`config.mk`:
```
export PLATFORM = sky130hd
export DESIGN_NAME = fft16_seq
export DESIGN_NICKNAME = d
export VERILOG_FILES = /design/src/rtl/fft16_seq.sv
export SDC_FILE = /design/constraint.sdc
export NUM_CORES = 1
export LEC_CHECK = 0
export CELL_PAD_IN_SITES_DETAIL_PLACEMENT = 1
export CELL_PAD_IN_SITES_GLOBAL_PLACEMENT = 1
export CORE_MARGIN = 5
export CORE_UTILIZATION = 25
export CTS_CLUSTER_DIAMETER = 120
export DETAILED_ROUTE_END_ITERATION = 7
export DONT_BUFFER_PORTS = 1
export GPL_TIMING_DRIVEN = 0
export MAX_ROUTING_LAYER = met4
export PLACE_DENSITY_LB_ADDON = 0.1
export SLEW_MARGIN = 10
export SYNTH_ARGS = -nofsm -noshare
export SYNTH_HDL_FRONTEND = slang
export SYNTH_SLANG_ARGS = --single-unit
```
`constraint.sdc`:
```
create_clock -name clk -period 30.7 [get_ports clk]
set_input_delay 3.07 -clock clk [delete_from_list [all_inputs] [get_ports clk]]
set_output_delay 3.07 -clock clk [all_outputs]
set_load 0.05 [all_outputs]
```
`src/rtl/fft16_seq.sv`:
```
// fft16_seq: buffers 16 complex samples and runs two radix-4 passes through an external butterfly.
// Optional macro FFT16_SEQ_NATURAL_ORDER_EN emits bins in natural order instead of butterfly order.
module fft16_seq #(
   parameter int BF_LATENCY = 1
) (
   input  logic         clk,
   input  logic         rst_n,
   input  logic         in_valid,
   output logic         in_ready,
   input  logic [33:0]  in_data,
   output logic         out_valid,
   input  logic         out_ready,
   output logic [33:0]  out_data,
   output logic [3:0]   out_index,
   output logic [135:0] bf_calc_in,
   output logic [2:0]   bf_rotation,
   input  logic [135:0] bf_calc_out,
   output logic         busy
);
   typedef enum logic [2:0] {LOAD, ST1, DR1, ST2, DR2, UNLOAD} state_t;

   state_t              r_state, w_state_nxt;
   logic [33:0]         r_x [16];
   logic [33:0]         r_s [4][4];
   logic [33:0]         r_y [16];
   logic [3:0]          r_wcnt, r_ocnt;
   logic [1:0]          r_opcnt;
   logic                r_in_ready;
   logic [135:0]        r_bf_calc_in;
   logic [2:0]          r_bf_rot;
   logic [BF_LATENCY:0] r_vld_pipe;
   logic [2:0]          r_op_pipe [BF_LATENCY+1];

   logic                w_in_fire, w_out_fire, w_issue, w_cap;
   logic [2:0]          w_cap_op;
   logic [3:0]          w_j;
   logic [3:0][33:0]    w_slot;
   logic [135:0]        w_calc_nxt;
   logic [2:0]          w_rot_nxt;

   genvar gs;
   generate
      for (gs = 0; gs < 4; gs++) begin : g_slot
         assign w_slot[gs] = bf_calc_out[135-34*gs -: 34];
      end
   endgenerate

   assign w_in_fire  = in_valid && r_in_ready;
   assign w_out_fire = out_valid && out_ready;
   assign w_issue    = (r_state == ST1) || (r_state == ST2);
   // Stage 0 of the pipe is aligned with the registered bf_* outputs.
   assign w_cap      = r_vld_pipe[BF_LATENCY];
   assign w_cap_op   = r_op_pipe[BF_LATENCY];

`ifdef FFT16_SEQ_NATURAL_ORDER_EN
   assign w_j = r_ocnt;
`else
   assign w_j = {r_ocnt[1:0], r_ocnt[3:2]};
`endif

   always_ff @(posedge clk) begin
      if (!rst_n) r_state <= LOAD;
      else        r_state <= w_state_nxt;
   end

   always_comb begin
      w_state_nxt = r_state;
      case (r_state)
         LOAD:    if (w_in_fire && r_wcnt == 4'd15)       w_state_nxt = ST1;
         ST1:     if (r_opcnt == 2'd3)                    w_state_nxt = DR1;
         DR1:     if (w_cap && w_cap_op == 3'd3)          w_state_nxt = ST2;
         ST2:     if (r_opcnt == 2'd3)                    w_state_nxt = DR2;
         DR2:     if (w_cap && w_cap_op == 3'd7)          w_state_nxt = UNLOAD;
         UNLOAD:  if (w_out_fire && r_ocnt == 4'd15)      w_state_nxt = LOAD;
         default: w_state_nxt = LOAD;
      endcase
   end

   // Stage 2 reads the stage-1 results transposed: slot m of op k is S[m][k].
   always_comb begin
      w_calc_nxt = '0;
      w_rot_nxt  = '0;
      for (int s = 0; s < 4; s++) begin
         if (r_state == ST1)      w_calc_nxt[135-34*s -: 34] = r_x[{r_opcnt, 2'(s)}];
         else if (r_state == ST2) w_calc_nxt[135-34*s -: 34] = r_s[s][r_opcnt];
      end
      if (r_state == ST1)      w_rot_nxt = {1'b0, r_opcnt};
      else if (r_state == ST2) w_rot_nxt = {1'b1, r_opcnt};
   end

   always_ff @(posedge clk) begin
      if (!rst_n) begin
         r_wcnt       <= '0;
         r_ocnt       <= '0;
         r_opcnt      <= '0;
         r_in_ready   <= 1'b0;
         r_bf_calc_in <= '0;
         r_bf_rot     <= '0;
         r_vld_pipe   <= '0;
         for (int i = 0; i <= BF_LATENCY; i++) r_op_pipe[i] <= '0;
      end else begin
         r_in_ready   <= (w_state_nxt == LOAD);
         if (w_in_fire)  r_wcnt <= r_wcnt + 4'd1;
         if (w_out_fire) r_ocnt <= r_ocnt + 4'd1;
         r_opcnt      <= w_issue ? r_opcnt + 2'd1 : 2'd0;
         r_bf_calc_in <= w_calc_nxt;
         r_bf_rot     <= w_rot_nxt;
         r_vld_pipe   <= {r_vld_pipe[BF_LATENCY-1:0], w_issue};
         r_op_pipe[0] <= w_rot_nxt;
         for (int i = 1; i <= BF_LATENCY; i++) r_op_pipe[i] <= r_op_pipe[i-1];
      end
   end

   // Sample and result buffers carry no reset; writes are suppressed while reset is held.
   always_ff @(posedge clk) begin
      if (rst_n) begin
         if (w_in_fire) r_x[r_wcnt] <= in_data;
         if (w_cap) begin
            for (int s = 0; s < 4; s++) begin
               if (w_cap_op[2]) r_y[{2'(s), w_cap_op[1:0]}] <= w_slot[s];
               else             r_s[w_cap_op[1:0]][s]       <= w_slot[s];
            end
         end
      end
   end

   assign in_ready    = r_in_ready;
   assign out_valid   = (r_state == UNLOAD);
   assign out_data    = out_valid ? r_y[w_j] : '0;
   assign out_index   = out_valid ? w_j : '0;
   assign bf_calc_in  = r_bf_calc_in;
   assign bf_rotation = r_bf_rot;
   assign busy        = (r_state != LOAD);

endmodule
```
# Word-level counts from Yosys, hierarchy flattened
# Memory sizes are Yosys's and may differ from the RTL's. A register that Yosys moved wholly into a read port is not among the register bits.
# Index checks and enable logic that the tools add are counted.
op_classes:
  n_addsub: 3
  magnitude_cmp: 1
  eq_ne: 10
  muxes: 52
  n_bitwise: 3
  reduce_logical: 11
ops:
  columns: ["cell", "n"]
  rows:
  - ["$mux 34", 17]
  - ["$bmux 34 s2", 4]
  - ["$mux 3", 10]
  - ["$mux 4", 7]
  - ["$pmux 3 s6", 1]
  - ["$mux 1", 13]
  - ["$eq 3x2->1 const B", 3]
  - ["$eq 3x3->1 const B", 3]
  - ["$add 4x1->4 const B", 2]
  - ["$eq 4x4->1 const B", 2]
  - ["$logic_and 1x1->1", 6]
  - ["$logic_not 3->1", 2]
  - ["$eq 3x1->1 const B", 1]
  - ["$ge 3x3->1 const B", 1]
  - ["$not 2->3", 1]
  - ["$reduce_bool 3->1", 1]
  - ["$add 2x1->2 const B", 1]
  - ["$eq 2x2->1 const B", 1]
  - ["$or 1x1->1", 2]
  - ["$reduce_and 2->1", 1]
  - ["$logic_or 1x1->1", 1]
word_totals:
  ff_bits: 155
  ramBits: 1638
  inputBits: 174
  elab_cells: 92
  mem_count: 4
memory_table:
  columns: ["name", "words", "width", "read_ports", "rd_ports_with_merged_regs", "write_ports", "line_no", "source"]
  rows:
  - ["r_s", 4, 136, 4, 0, 1, "24", "logic [33:0] r_s [4][4];"]
  - ["r_x", 16, 34, 4, 4, 1, "23", "logic [33:0] r_x [16];"]
  - ["r_y", 16, 34, 1, 1, 4, "25", "logic [33:0] r_y [16];"]
  - ["r_op_pipe", 2, 3, 2, 0, 2, "32", "logic [2:0] r_op_pipe [BF_LATENCY+1];"]

# Depth between registers and ports, before layout
# Gate-level depths: netlist of run 1.
depth:
  word_depth: 6
  depth_mapped: 6
  ltp_nobuf: 5

# Worst setup path before layout of run 1
# Ideal clock, no wire load.
synth_path:
  path_type: "input port to flip-flop"
  start: "input port rst_n"
  end: "memory r_s[3][0] in the netlist's numbering, enable pin"
  setup_time_ns: 0.798
  arrival_ns: 12.710
  required_time_ns: 29.902
  slack_ns: 17.192
  cell_stages: 3
  n_path_buf: 1
  cell_sequence: "clkbuf_1 > nand2_1 > nor3_1"
synth_via:
  elab_chain_cells: 2
synth_lines:
  columns: ["item", "line_no", "source"]
  rows:
  - ["start, declared", "7", "input logic rst_n,"]
  - ["$mux 1", "116", "if (rst_n) begin"]
  - ["$mux 1 (not written as such)", "121", "else r_s[w_cap_op[1:0]][s] <= w_slot[s];"]
  - ["end, declared", "24", null]
# Every way passes these cells.

# Worst setup path after layout of run 1
layout_path:
  start: "register r_state[1]"
  end: "output port out_data[2]"
layout_via:
  elab_chain_cells: 2
layout_lines:
  columns: ["item", "line_no", "source"]
  rows:
  - ["start, declared", "22", "state_t r_state, w_state_nxt;"]
  - ["start signal, assigned", "63", "else r_state <= w_state_nxt;"]
  - ["$eq 3x3->1", "128", "assign out_valid = (r_state == UNLOAD);"]
  - ["$mux 34", "129", "assign out_data = out_valid ? r_y[w_j] : '0;"]
  - ["end, declared", "13", "output logic [33:0] out_data,"]
# Every way passes these cells.

==> flow_summary.yaml, run 1 <==
status:
  status: "completed"
sta:
  finalCritPeriodShare: 0.2461
  tns_ps: 0
  finClkSkew_ps: 25.56
  tightest_slew_ps: 1366
  finalSetupViolations: 0
  maxSlewViolCount: 0
  post-route-min-period_ps: 7554
  slew_headroom: 0.08628
  grt_setup_unrepaired: "no"
  fmax_mhz: 132.4
  finalHoldViolCount: 0
pwr:
  sw_frac_of_total: 0.1986
  seqPwrFrac: 0.519
  leakage_nw: 23.82
  power.internal_mw: 4.116
  vdd_drop_max_v: 0.00005126
  clockPowerShare: 0.479
  p_per_area_mw_per_mm2: 65.60
  switching_power_mw: 1.020
  comb_power_share: 0.002
logic_synthesis:
  yosysSeqAreaShare: 0.7999
  synth_fp_nets: 3146
  synth_edf_count: 1632
  synth_compound_area_frac: 0.02163
  synth.area.top_cells: "edfxtp_1 75%, mux4_2 14%, dfxtp_1 5.0%, nand2_1 1.6%, a21oi_1 1.1%"
  syn_inst: 2966
  synth_mux_area_frac: 0.1406
  synth_fa_ha_area_frac: 0.001149
  synth.distinct_cells: 40
  ys_seq_elements: 1794
  avgSynthCellArea_sq_um: 22.02
  synth-xor-area-share: 0.0006704
  synth_warnings: 0
  async_reset_ff_frac: 0
  synth_top_area_frac: 0.7503
  yosys_most_used_dff: "edfxtp_1"
  synth_top_family_by_area: "multiplexers"
  yosysTopAreaCell: "edfxtp_1"
  yosys.area_share.simple: 0.02331
  syn_area_sq_mm: 0.06532
finish:
  design_area_sq_mm: 0.07828
  area_growth_pct: 19.84
  fin_util: 0.3011
  nNetsFinal: 3450
  fin_cells: 6966
  drive_above_1_share: 0.2612
placement:
  portBuffers: 0
  hpwl_mm: 163.0
  dp_cells: 6564
  place_area_sq_mm: 0.07147
  gp_congestion: 0.7617
worst_setup_path:
  cp_cell_sequence: "buf_2 > nand4b_1 > nor2_1 > clkbuf_1 > a22o_1 > a221o_1"
  crit_cells: 6
  required_ps: 27630
  path_class: "register to output pin"
  reg2reg_from: "r_opcnt[1]"
  regToRegSetupSlack_ps: 27060
  cp_top_family: "simple AND/OR/NAND/NOR gates"
  worstSetupEndpoint: "out_data[2]"
  startpoint_type: "register"
  worstPathMaxFanout: 10
  r2r_end: "bf_calc_in[0]"
  reg2reg_depth: 5
  crit_buf_inv: 2
  cp_data_arrival_time_ps: 4480
  worstSetupStartpoint: "r_state[1]"
  slowest_stage: "nor2_1"
  worst_path_largest_cell_delay_ps: 1080
  crit_path_end_kind: "output pin"
clock_tree:
  clk_latency_ps: 850
  hold_buffers: 0
  cts_tree: "yes"
  cts_buffers: 200
  cts_buffer_depth: 3
  htreeDepth: 4
  cts_resized: 0
  cts.sinks: 1794
  post_cts_buffers: 0
  clock-root-buffer: "clkbuf_16"
  clk_pin_slew_ps: 60
global_route:
  grt_start_max_net_pins: 29
  grt_use_total: 0.1664
  grt_overflow: 0
  antenna_found_initial: 41
  grt_pass1_vias: 33880
  grt_pass1_wl_mm: 298.3
drt:
  wl_per_cell_microns: 32.02
  drt_iter0_markers: 2773
  dr.pass1.iters: 5
  drt-total-wl_mm: 223.0
  drc: 0
  dr_total_vias: 30940
  antenna_left: 0
  via_per_inst: 4.441
hold_path:
  worstHoldStart: "r_vld_pipe[0]"
  hp-class: "register to register"
floorplan:
  core_sq_mm: 0.2599
  die_w_microns: 521.1
  die_h_microns: 521.1
  rows: 187
  die_area_sq_mm: 0.2716
  io_pins: 354
  start_util: 0.2513
flow_run:
  drv_cap: 0
[stage by stage]
step                hold WS [ps]  worst slack, ps  total power, mW
floorplan                  411.9            17190            2.722
global placement           435.8            11000            2.725
detailed placement         421.2            24050            2.726
CTS                        447.9            23100            5.211
global route               478.9            23100            5.315
finish                     449.8            23150            5.135
[worst register-to-register path: cells and delay by family, from the launching register on]
family	cells	cell delay, ps
flip-flops	1	370
multiplexers	1	430
AND/OR/NAND/NOR	1	80
AO/OA/AOI/OAI	1	670
buffers and inverters	2	1910
[state kept, by name, summed over array words and instances, names as in the netlist, named ones only]
name and count:
r_vld_pipe 2, r_op_pipe 4, r_state 3, r_s 544
r_wcnt 4, r_opcnt 2, bf_rotation 2, bf_calc_in 136
r_x 544, r_ocnt 4, r_y 544, in_ready 1
[power groups by stage]
stage	sequential (mW)	clock (mW)	combinational, mW
after global routing	2.66	2.64	0.00923
final	2.67	2.46	0.00856
after global placement	2.72	0	0.00729
after CTS	2.67	2.54	0.00862
after floorplan	2.72	0	0.00501
after detailed placement	2.72	0	0.00859
[synthesized netlist by cell type (all sizes together), types with 2 or more instances]
master	count
xnor2	5
nor3b	4
buf	89
nand3	8
inv	6
a31oi	2
a221o	33
ha	6
mux4	406
nor3	6
nor2b	3
and2	16
nand2b	5
nor2	25
a21boi	5
or3	5
nand4b	2
edfxtp	1632
a21oi	138
nand3b	2
nand2	287
a22o	33
dfxtp	162
mux2i	3
clkbuf	71
o21ai	3
[layout by cell type (no fill, tap or decap), types with 4 or more instances in the layout]
| cell type | instances |
|---|---|
| clkinvlp_4 | 5 |
| diode_2 | 25 |
| inv_16 | 6 |
| bufinv_16 | 20 |
| inv_6 | 7 |
| a22o_1 | 33 |
| clkbuf_16 | 207 |
| clkbuf_8 | 17 |
| dfxtp_1 | 162 |
| inv_1 | 6 |
| nand2_1 | 287 |
| nor3_2 | 6 |
| nor2_4 | 18 |
| mux4_2 | 406 |
| xnor2_1 | 5 |
| nor2_1 | 6 |
| a221o_1 | 33 |
| clkinv_2 | 28 |
| buf_6 | 19 |
| and2_1 | 16 |
| nand2b_1 | 5 |
| buf_2 | 27 |
| buf_16 | 14 |
| buf_4 | 68 |
| a21boi_0 | 4 |
| buf_12 | 40 |
| clkbuf_1 | 115 |
| nand3_1 | 8 |
| clkinv_1 | 36 |
| ha_1 | 6 |
| or3_1 | 5 |
| a21oi_1 | 138 |
| edfxtp_1 | 1632 |
| buf_1 | 22 |
[layer usage]
layer | share of wire | global-route usage
met2 | 0.47 | 0.2602
met1 | 0.43 | 0.2094
met5 | 0 | -
met3 | 0.072 | 0.04773
met4 | 0.030 | 0.05240
[worst min-delay path by stage]
stage                    end  slack [ps]  cells after the start
6_report       r_vld_pipe[1]         450                      1
5_1_grt        r_vld_pipe[1]         480                      1
4_1_cts        r_vld_pipe[1]         450                      1
3_5_place_dp   r_vld_pipe[1]         420                      1
3_3_place_gp   r_vld_pipe[1]         440                      1
2_1_floorplan  r_vld_pipe[1]         410                      1
[cell type report]
cell class                 instances  area (sq um)
multi-input combinational       1006         12410
antenna                           25         62.56
fill                           25830        181700
clock inverter                   108          1160
inverter                           6         22.52
sequential                      1794         52250
buffer                           160         808.3
tap                             3496          4374
clock buffer                     269          5583
timing repair buffer             102          1603
[kinds of logic (layout without fill, tap and decap cells)]
logic type	after synthesis	after routing
flops	1794	1794
mux	410	410
simple gates	367	367
compound gates	218	218
buf+inv	166	645
fa+ha+maj	6	6
xor+xnor	5	5
other cells	0	25
Power figures use the tool's default switching activity.
==> inputs of run 2 (changes only) <==
- clock period: 30.7 -> 6.7 ns (I/O delays scaled with it)
==> flow_summary.yaml, run 2 (synthesis results as in run 1) <==
status:
  status: "completed"
placement:
  gp_congestion: 0.7522
  dp_cells: 6551
  place_area_sq_mm: 0.07145
  hpwl_mm: 162.4
  portBuffers: 0
sta:
  slew_headroom: 0.1138
  fmax_mhz: 189.7
  finalHoldViolCount: 0
  finalSetupViolations: 0
  tightest_slew_ps: 1329
  finalCritPeriodShare: 0.7867
  finClkSkew_ps: 26.00
  maxSlewViolCount: 0
  grt_setup_unrepaired: "no"
  post-route-min-period_ps: 5271
clock_tree:
  cts_buffers: 203
  cts_buffer_depth: 3
  cts_tree: "yes"
  cts_resized: 0
  clk_pin_slew_ps: 60
  post_cts_buffers: 0
  cts.sinks: 1794
  htreeDepth: 4
  clock-root-buffer: "clkbuf_16"
  clk_latency_ps: 840
  hold_buffers: 172
global_route:
  antenna_found_initial: 89
  grt_overflow: 0
  grt_pass1_wl_mm: 303.3
  grt_use_total: 0.1681
  grt_pass1_vias: 34470
  grt_start_max_net_pins: 29
floorplan:
  rows: 187
  core_sq_mm: 0.2599
  die_h_microns: 521.1
  io_pins: 354
  die_area_sq_mm: 0.2716
  die_w_microns: 521.1
  start_util: 0.2513
drt:
  drc: 0
  drt_iter0_markers: 2751
  via_per_inst: 4.473
  drt-total-wl_mm: 225.2
  wl_per_cell_microns: 31.49
  dr.pass1.iters: 7
  antenna_left: 0
  dr_total_vias: 32000
finish:
  fin_util: 0.3078
  drive_above_1_share: 0.2510
  design_area_sq_mm: 0.08001
  final_cell_mix: "1,632 x edfxtp_1, 406 x mux4_2, 287 x nand2_1"
  area_growth_pct: 22.50
  layout_commonest_cell: "edfxtp_1"
  fin_cells: 7153
  nNetsFinal: 3612
hold_path:
  hp-class: "primary input to register"
  holdPathStages: 3
worst_setup_path:
  slowest_stage: "nor2_1"
  crit_path_end_kind: "output pin"
  cp_data_arrival_time_ps: 4600
  path_class: "register to output pin"
  worstPathMaxFanout: 10
  cp_cell_sequence: "buf_2 > nand4b_1 > nor2_1 > clkbuf_1 > a22o_1 > a221o_1"
  startpoint_type: "register"
  required_ps: 6030
  reg2reg_depth: 5
  worst_path_largest_cell_delay_ps: 1030
flow_run:
  drv_cap: 0
pwr:
  vdd_drop_max_v: 0.0002012
  leakage_nw: 24.51
  p_per_area_mw_per_mm2: 295.9
run 2: layer usage:
layer  up-vias  routed length, microns  track usage
met3       293                   11570      0.03086
met5         -                       0            -
met1     17530                  101100       0.2248
met4         0                    4860      0.03815
li1      13250                       -            -
met2       921                  107800       0.2677
run 2: layout make-up:
cell class	instances	area, sq um
Antenna cell	48	120.1
Buffer	160	810.8
Clock buffer	258	5479
Clock inverter	124	1245
Fill cell	25810	179900
Inverter	6	22.52
Multi-Input combinational cell	1006	12430
Sequential cell	1794	52250
Tap cell	3496	4374
Timing Repair Buffer	261	3286
run 2: critical path, delay by kind of cell, from the launching register on:
kind / cells / cell delay, ps
AND/OR/NAND/NOR: 2 / 1330
buffers and inverters: 2 / 1190
AO/OA/AOI/OAI: 2 / 920
flip-flops: 1 / 310
run 2: stage by stage:
stage                     setup TNS [ps]  hold slack [ps]  setup slack (ps)  power [mW]
after detailed placement               0            423.5              2208       12.49
after CTS                              0            35.55              1259       24.06
after global routing                   0            118.3              1312       24.55
after global placement          -5896990            435.8             -7245       12.49
final                                  0            144.7              1429       23.67
after floorplan                  -448290            411.9            -654.6       12.47
run 2: power breakdown:
part	internal [mW]	total (mW)	switching (mW)
Sequential	12.2	12.2	0.00579
Combinational	0.0842	0.315	0.231
Clock	6.44	11.1	4.70
run 2: worst paths after layout:
| path | start | end | slack (ps) |
|---|---|---|---|
| setup / recovery | r_state[1] | out_data[2] | 1430 |
| hold / removal | in_valid | r_wcnt[1] | 140 |
| setup reg to reg | r_opcnt[1] | bf_calc_in[133] | 3150 |
| hold reg to reg | r_vld_pipe[0] | r_vld_pipe[1] | 440 |
==> inputs of run 3 (changes only) <==
- clock period: 6.7 -> 4.4 ns (I/O delays scaled with it)
==> flow_summary.yaml, run 3 (synthesis results as in run 1) <==
clock_tree:
  cts_tree: "yes"
  cts_buffer_depth: 3
  clock-root-buffer: "clkbuf_16"
  htreeDepth: 4
  cts_buffers: 205
  clk_latency_ps: 860
  cts.sinks: 1794
  post_cts_buffers: 0
  clk_pin_slew_ps: 60
sta:
  fmax_mhz: 234.6
  finalHoldViolCount: 0
  tns_ps: 0
  worst_slack_ps: 137.0
  maxSlewViolCount: 0
  finClkSkew_ps: 42.39
  post-route-min-period_ps: 4263
  slew_headroom: 0.1176
  holdWs_ps: 132.4
  tightest_slew_ps: 1324
  grt_setup_unrepaired: "no"
  finalCritPeriodShare: 0.9689
  finalSetupViolations: 0
global_route:
  grt_overflow: 0
  grt_pass1_wl_mm: 304.9
  grt_pass1_vias: 34540
  grt_use_total: 0.1690
  grt_start_max_net_pins: 29
  antenna_found_initial: 101
finish:
  fin_util: 0.3087
  drive_above_1_share: 0.2527
  nNetsFinal: 3614
  layout_commonest_cell: "edfxtp_1"
  final_cell_mix: "1,632 x edfxtp_1, 406 x mux4_2, 286 x nand2_1"
  area_growth_pct: 22.86
placement:
  place_ws_ps: 139.7
  portBuffers: 0
  gp_congestion: 0.7449
  hpwl_mm: 163.3
drt:
  dr.pass1.iters: 5
  drc: 0
  drt_iter0_markers: 2732
  dr_total_vias: 31960
  wl_per_cell_microns: 31.57
  antenna_left: 0
  drt-total-wl_mm: 226.1
  via_per_inst: 4.461
pwr:
  leakage_nw: 24.60
  vdd_drop_max_v: 0.0003034
  p_per_area_mw_per_mm2: 453.4
worst_setup_path:
  slowest_stage: "nor3b_4"
  worstSetupStartpoint: "r_state[0]"
  cp_cell_sequence: "buf_2 > and3b_1 > nor3b_4 > clkbuf_2 > a221o_1"
  reg2reg_depth: 5
  startpoint_type: "register"
  worstSetupEndpoint: "out_data[3]"
  worstPathMaxFanout: 10
  r2r_end: "bf_calc_in[45]"
  reg2reg_from: "r_opcnt[1]"
  regToRegSetupSlack_ps: 930
  path_class: "register to output pin"
  required_ps: 3960
  worst_path_largest_cell_delay_ps: 840
  cp_data_arrival_time_ps: 3820
  crit_path_end_kind: "output pin"
floorplan:
  core_sq_mm: 0.2599
  rows: 187
  die_w_microns: 521.1
  io_pins: 354
  start_util: 0.2513
  die_area_sq_mm: 0.2716
  die_h_microns: 521.1
status:
  status: "completed"
hold_path:
  hp-class: "primary input to register"
flow_run:
  drv_cap: 0
-- run 3: through the flow --
stage	total power [mW]	cell area [sq um]	instances
after floorplan	18.99	65360	2966
after global routing	37.72	80210	7148
final	36.38	80250	7164
after CTS	36.99	80120	7113
after detailed placement	19.02	71470	6551
after global placement	19.01	69740	6462
-- run 3: area by class of cell --
type,count,area (sq um)
Fill cell,25940,179700
Sequential cell,1794,52250
Multi-Input combinational cell,1006,12440
Clock buffer,264,5528
Tap cell,3496,4374
Timing Repair Buffer,261,3311
Clock inverter,126,1359
Buffer,160,830.8
Antenna cell,51,127.6
Inverter,6,22.52
-- run 3: where the power goes --
group / internal [mW] / leakage (nW) / total, mW / switching [mW]
logic: 0.129 / 5.25 / 0.481 / 0.352
registers: 18.6 / 16.0 / 18.6 / 0.00938
clock network: 10.2 / 3.38 / 17.3 / 7.11
-- run 3: worst max-delay path: cells and delay by family (launching register included) --
family                 cells  cell delay, ps
AND/OR/NAND/NOR            2            1100
buffers and inverters      2             830
flip-flops                 1             310
AO/OA/AOI/OAI              1             720
-- run 3: per-layer routing --
layer	vias to the layer above	share of wire	track usage
met5	-	0	-
met4	0	0.022	0.03940
met3	294	0.059	0.03408
met2	930	0.48	0.2702
met1	17470	0.44	0.2225
li1	13260	-	-
-- run 3: how the worst min path moves through the flow --
stage                   from             to  slack [ps]  cells after the start
2_1_floorplan  r_vld_pipe[0]  r_vld_pipe[1]         410                      1
3_3_place_gp   r_vld_pipe[0]  r_vld_pipe[1]         440                      1
3_5_place_dp   r_vld_pipe[0]  r_vld_pipe[1]         430                      1
4_1_cts                rst_n      r_wcnt[1]          40                      2
5_1_grt                rst_n      r_wcnt[1]         100                      2
6_report               rst_n      r_wcnt[1]         130                      2
-- run 3: repair_timing --
action | CTS | global route
gates resized for setup | 15 | 0
setup endpoints to repair | 34 | 0
hold endpoints to repair | 1644 | 0
hold buffers | 172 | 0
